[config.mk]
export PLATFORM = sky130hd
export DESIGN_NAME = button_event_scheduler
export DESIGN_NICKNAME = d
export VERILOG_FILES = /design/src/rtl/button_event_scheduler.sv
export SDC_FILE = /design/constraint.sdc
export NUM_CORES = 1
export LEC_CHECK = 0
export BUFFER_PORTS_ARGS = -buffer_cell sky130_fd_sc_hd__buf_2
export CORE_MARGIN = 2
export CORE_UTILIZATION = 58
export DETAILED_ROUTE_END_ITERATION = 8
export PLACE_DENSITY = 0.8
export SLEW_MARGIN = 20
export SYNTH_ARGS = -nofsm -noshare
export SYNTH_HDL_FRONTEND = slang
export SYNTH_SLANG_ARGS = --single-unit
[constraint.sdc]
create_clock -name clk -period 3.6 [get_ports clk]
set_input_delay 0.36 -clock clk [delete_from_list [all_inputs] [get_ports clk]]
set_output_delay 0.36 -clock clk [all_outputs]
set_load 0.02 [all_outputs]
[src/rtl/button_event_scheduler.sv]
// Multi-button front end: a round-robin scanner shares one debounce timer across all
// inputs and queues each qualified level change as a press/release event.

module button_event_sync (
    input  logic clk,
    input  logic rst_n,
    input  logic raw,
    output logic sync
);
    logic meta;

    always_ff @(posedge clk or negedge rst_n) begin
        if (!rst_n) begin
            meta <= 1'b0;
            sync <= 1'b0;
        end else begin
            meta <= raw;
            sync <= meta;
        end
    end
endmodule

module button_event_scheduler #(
    parameter int NUM_BUTTONS  = 4,
    parameter int DELAY_COUNTS = 2500,
    parameter int FIFO_DEPTH   = 4
) (
    input  logic                           clk,
    input  logic                           rst_n,
    input  logic [NUM_BUTTONS-1:0]         buttons,
    output logic [NUM_BUTTONS-1:0]         stable,
    output logic                           evt_valid,
    input  logic                           evt_ready,
    output logic [$clog2(NUM_BUTTONS)-1:0] evt_button,
    output logic                           evt_pressed,
    output logic                           overflow,
    input  logic                           clear_overflow
);
    localparam int IDX_W   = $clog2(NUM_BUTTONS);
    localparam int TIMER_W = $clog2(DELAY_COUNTS + 1);
    localparam int PTR_W   = $clog2(FIFO_DEPTH);
    localparam logic [TIMER_W-1:0] TIMER_LAST = TIMER_W'(DELAY_COUNTS - 1);
    localparam logic [IDX_W-1:0]   IDX_LAST   = IDX_W'(NUM_BUTTONS - 1);

    typedef enum logic [1:0] {SCAN, QUALIFY, COMMIT} state_t;

    typedef struct packed {
        logic [IDX_W-1:0] button;
        logic             pressed;
    } evt_t;

    logic [NUM_BUTTONS-1:0] sync;
    state_t                 state;
    logic [IDX_W-1:0]       idx;
    logic                   candidate;
    logic [TIMER_W-1:0]     timer;

    for (genvar gi = 0; gi < NUM_BUTTONS; gi++) begin : g_sync
        button_event_sync u_sync (
            .clk  (clk),
            .rst_n(rst_n),
            .raw  (buttons[gi]),
            .sync (sync[gi])
        );
    end

    function automatic logic [IDX_W-1:0] next_idx(input logic [IDX_W-1:0] i);
        return (i == IDX_LAST) ? '0 : i + 1'b1;
    endfunction

    // idx advances after every qualify attempt, so a bouncing input cannot hog the timer.
    always_ff @(posedge clk or negedge rst_n) begin
        if (!rst_n) begin
            state     <= SCAN;
            idx       <= '0;
            candidate <= 1'b0;
            timer     <= '0;
            stable    <= '0;
        end else begin
            case (state)
                SCAN: begin
                    if (sync[idx] != stable[idx]) begin
                        candidate <= sync[idx];
                        timer     <= '0;
                        state     <= QUALIFY;
                    end else begin
                        idx <= next_idx(idx);
                    end
                end
                QUALIFY: begin
                    if (sync[idx] != candidate) begin
                        idx   <= next_idx(idx);
                        state <= SCAN;
                    end else if (timer == TIMER_LAST) begin
                        state <= COMMIT;
                    end else begin
                        timer <= timer + 1'b1;
                    end
                end
                COMMIT: begin
                    stable[idx] <= candidate;
                    idx         <= next_idx(idx);
                    state       <= SCAN;
                end
                default: state <= SCAN;
            endcase
        end
    end

    logic [PTR_W:0] wr_ptr, rd_ptr;
    evt_t           mem [FIFO_DEPTH];
    evt_t           head;
    logic           push, pop, full, empty, push_ok;

    assign push    = (state == COMMIT);
    assign empty   = (wr_ptr == rd_ptr);
    assign full    = (wr_ptr[PTR_W] != rd_ptr[PTR_W]) &&
                     (wr_ptr[PTR_W-1:0] == rd_ptr[PTR_W-1:0]);
    assign pop     = !empty && evt_ready;
    // When full, the write slot equals the head slot being popped this same cycle.
    assign push_ok = push && (!full || pop);

    always_ff @(posedge clk or negedge rst_n) begin
        if (!rst_n) begin
            wr_ptr   <= '0;
            rd_ptr   <= '0;
            overflow <= 1'b0;
        end else begin
            if (push_ok) wr_ptr <= wr_ptr + 1'b1;
            if (pop)     rd_ptr <= rd_ptr + 1'b1;
            if (push && !push_ok)   overflow <= 1'b1;
            else if (clear_overflow) overflow <= 1'b0;
        end
    end

    always_ff @(posedge clk) begin
        if (push_ok) mem[wr_ptr[PTR_W-1:0]] <= {idx, candidate};
    end

    assign head        = mem[rd_ptr[PTR_W-1:0]];
    assign evt_valid   = !empty;
    assign evt_button  = evt_valid ? head.button  : '0;
    assign evt_pressed = evt_valid ? head.pressed : 1'b0;
endmodule
==> flow_summary.toml <==
[run_status]
outcome = "completed"

[setup_path]
crit_family = "compound AO/OA/AOI/OAI gates"
r2r_slack_ns = 0.98
r2r_start = "idx[0]$_DFFE_PN0P_"
critPathRequiredTime_ns = 3.76
reg2reg_to = "timer[8]$_DFFE_PN0P_"
start_kind = "flop"
end_kind = "flop"
crit_buf_inv = 0
crit_arrival_ns = 2.78
crit_fanout = 13
cp_slowest_stage_delay_ns = 0.64
crit_type = "flop to flop"
path_cells = "mux4_2 -> xnor2_2 -> a22o_1 -> a31oi_1"
rr_worst_depth = 4
crit_path_top_delay_cell = "mux4_2"

[cells_and_area]
insertedDiodeCount = 0
drive_gt1_share_pct = 18.5
final_cells = 272
nets = 239
syn2layout_area_growth_pct = 9.06
final_area_um2 = 2650

[die]
start_util_pct = 60.3
die_y_um = 68.7
die-area_um2 = 4730
io_pins = 17
die_x_um = 68.7
core_area_um2 = 4030
fp-row-count = 23

[global_routing]
grt_usage_pct = 21.9
grt_pass1_wl_um = 7330
antenna_found_initial = 0
grt_pass1_vias = 1574
overflow = 0
grt_start_max_net_pins = 37

[power]
clockPowerShare_pct = 26.2
swShare_pct = 34.3
vdd_drop_max_mv = 0.514
p_switching_uw = 512
cellPowerDensity_nw_per_um2 = 563
internal-power_uw = 982
power_frac_comb_pct = 27.5
p_seq_share_pct = 46.3
p_leak_nw = 1.16

[placed_design]
dp_cells = 264
hpwl_um = 3040
gp_congestion = 0.849
portBuffers = 16
pre_cts_ws_ns = 0.978
placement.cell_area_um2 = 2540

[logic_synthesis]
yosys.area.top_type = "dfrtp_1"
avgSynthCellArea_um2 = 11.9
synth_seq_area_share_pct = 51.9
ys_top_cells_by_area = "dfrtp_1 (37%), edfxtp_1 (15%), ha_1 (5.1%), mux4_2 (4.6%), a31oi_1 (3.6%)"
netlist_area_um2 = 2430
ys_warn_count = 0
synthesis.nets = 223
synth_cell_types = 49
syn_inst = 205
ys_seq_elements = 48
synth_top_area_share_pct = 37.1

[sta]
finalSetupViolations = 0
drv_slew = 0
fin_skew_ns = 0.00455
min_period_over_period_pct = 72.7
fin_crit_ns = 2.62
grt_setup_unrepaired = "no"
hold-worst-slack_ns = 0.136
final.setup.worst_slack_ns = 0.983
slew_headroom_pct = 47.2
fmax_ghz = 0.382
fin_setup_tns_ns = 0
finalHoldViolCount = 0
worst_slew_pin_slew_ns = 0.792

[clock_tree]
htree_levels = 2
cts_tree = "yes"
hold_buffers = 0
cts.clk_slew.worst_paths_ns = 0.09
ctsLongestPathBuffers = 2
clk_latency_ns = 0.30
cts_setup_buffers = 0
cts_resized = 0
cts_sinks = 48
clockRootBuffer = "clkbuf_8"
cts_buffers = 5

[hold_path]
hp-class = "primary input to asynchronous set/reset pin"

[job]
cap_violations = 0

[route]
first_pass_iters = 4
vias_per_cell = 5.97
routedWlPerCell_um = 15.9
via_count = 1623
drc = 0
dr.first_iter.drc_count = 122
ant_nets = 0
routed_wirelength_um = 4320
==> metrics by stage <==
step,util (%),power (mW)
2_1_floorplan,-,1.03
3_3_place_gp,63.0,1.09
3_5_place_dp,63.0,1.11
4_1_cts,65.8,1.51
5_1_grt,65.8,1.60
6_report,65.8,1.49
==> flip-flops by register name, indices dropped and copies added (netlist names) <==
signal / cells
candidate: 1
idx: 2
stable: 4
rd_ptr: 3
overflow: 1
g_sync.u_sync.meta: 4
mem: 12
wr_ptr: 3
state: 2
timer: 12
g_sync.u_sync.sync: 4
==> cells by family (layout without fill, tap and decap cells) <==
family                     Yosys count  in the layout  synth area share, %
AOI/OAI and AO/OA                   40             40                 10.8
xor gates and xnor gates            13             13                 5.30
adders and majority gates           10             10                 5.15
buffers and inverters               18             35                 3.24
DFF                                 48             48                 51.9
muxes                               14             14                 9.32
and+or+nand+nor                     62             62                 14.4
==> layout by cell type (no fill, tap or decap), types with 2 or more instances in the layout <==
master     n
nor3_1     6
xor2_1     6
mux4_2     5
clkbuf_8   5
nand3_1    9
buf_2     16
inv_1     11
nand2_1   14
and3_1     4
a21boi_0   2
a31oi_1   14
ha_1      10
and3b_1    2
a21oi_1    7
nand3b_1   2
nor2_1     4
mux2i_1    2
nand4_1    2
edfxtp_1  12
and2_1     7
o21ai_0    3
nand2b_1   4
nor2b_1    3
mux2_2     6
o21ai_1    3
xnor2_1    5
dfrtp_1   36
==> final cells by class <==
class,count,area [um2]
Clock inverter,3,46.3
Multi-Input combinational cell,139,1090
Fill cell,331,1380
Inverter,11,41.3
Sequential cell,48,1260
Clock buffer,5,68.8
Tap cell,50,62.6
Timing Repair Buffer,16,80.1
==> synth_stat cells, drive strengths merged <==
cell,count
dfrtp,36
a31oi,15
nand2,14
edfxtp,12
inv,11
ha,10
nand3,9
a21oi,7
and2,7
xor2,7
mux2,6
mux4,6
nor3,6
o21ai,6
xnor2,6
and3,4
buf,4
nand2b,4
nor2,4
clkbuf,3
nor2b,3
a21boi,2
and3b,2
mux2i,2
nand3b,2
nand4,2
a22o,1
a2bb2oi,1
a31o,1
a32oi,1
a41oi,1
and4,1
and4bb,1
nor4,1
nor4b,1
o211ai,1
o21a,1
o22ai,1
o31a,1
o31ai,1
or3,1
==> per-layer routing <==
metal / GRT usage [%] / vias to the layer above / routed length, um
met2: 34.7 / 44 / 2050
met3: 4.38 / 4 / 220
met1: 28.9 / 794 / 2000
li1: - / 781 / -
met5: 0 / - / 0
met4: 10.3 / 0 / 48
==> worst max path at each step <==
stage | from | end | slack [ns] | cells after the start
2_1_floorplan | idx[0]$_DFFE_PN0P_ | timer[8]$_DFFE_PN0P_ | 1.68 | 4
3_3_place_gp | idx[0]$_DFFE_PN0P_ | timer[11]$_DFFE_PN0P_ | 1.10 | 4
4_1_cts | idx[0]$_DFFE_PN0P_ | timer[8]$_DFFE_PN0P_ | 0.99 | 4
5_1_grt | idx[0]$_DFFE_PN0P_ | timer[6]$_DFFE_PN0P_ | 0.79 | 4
6_report | idx[0]$_DFFE_PN0P_ | timer[8]$_DFFE_PN0P_ | 0.98 | 4
3_5_place_dp | idx[0]$_DFFE_PN0P_ | timer[11]$_DFFE_PN0P_ | 0.98 | 4
==> power groups by stage <==
stage | Clock, mW | Sequential (mW) | Combinational, mW
6_report | 0.392 | 0.691 | 0.411
5_1_grt | 0.431 | 0.706 | 0.459
4_1_cts | 0.404 | 0.692 | 0.412
3_5_place_dp | 0 | 0.704 | 0.409
3_3_place_gp | 0 | 0.700 | 0.394
2_1_floorplan | 0 | 0.665 | 0.366
Power figures use the tool's default switching activity.
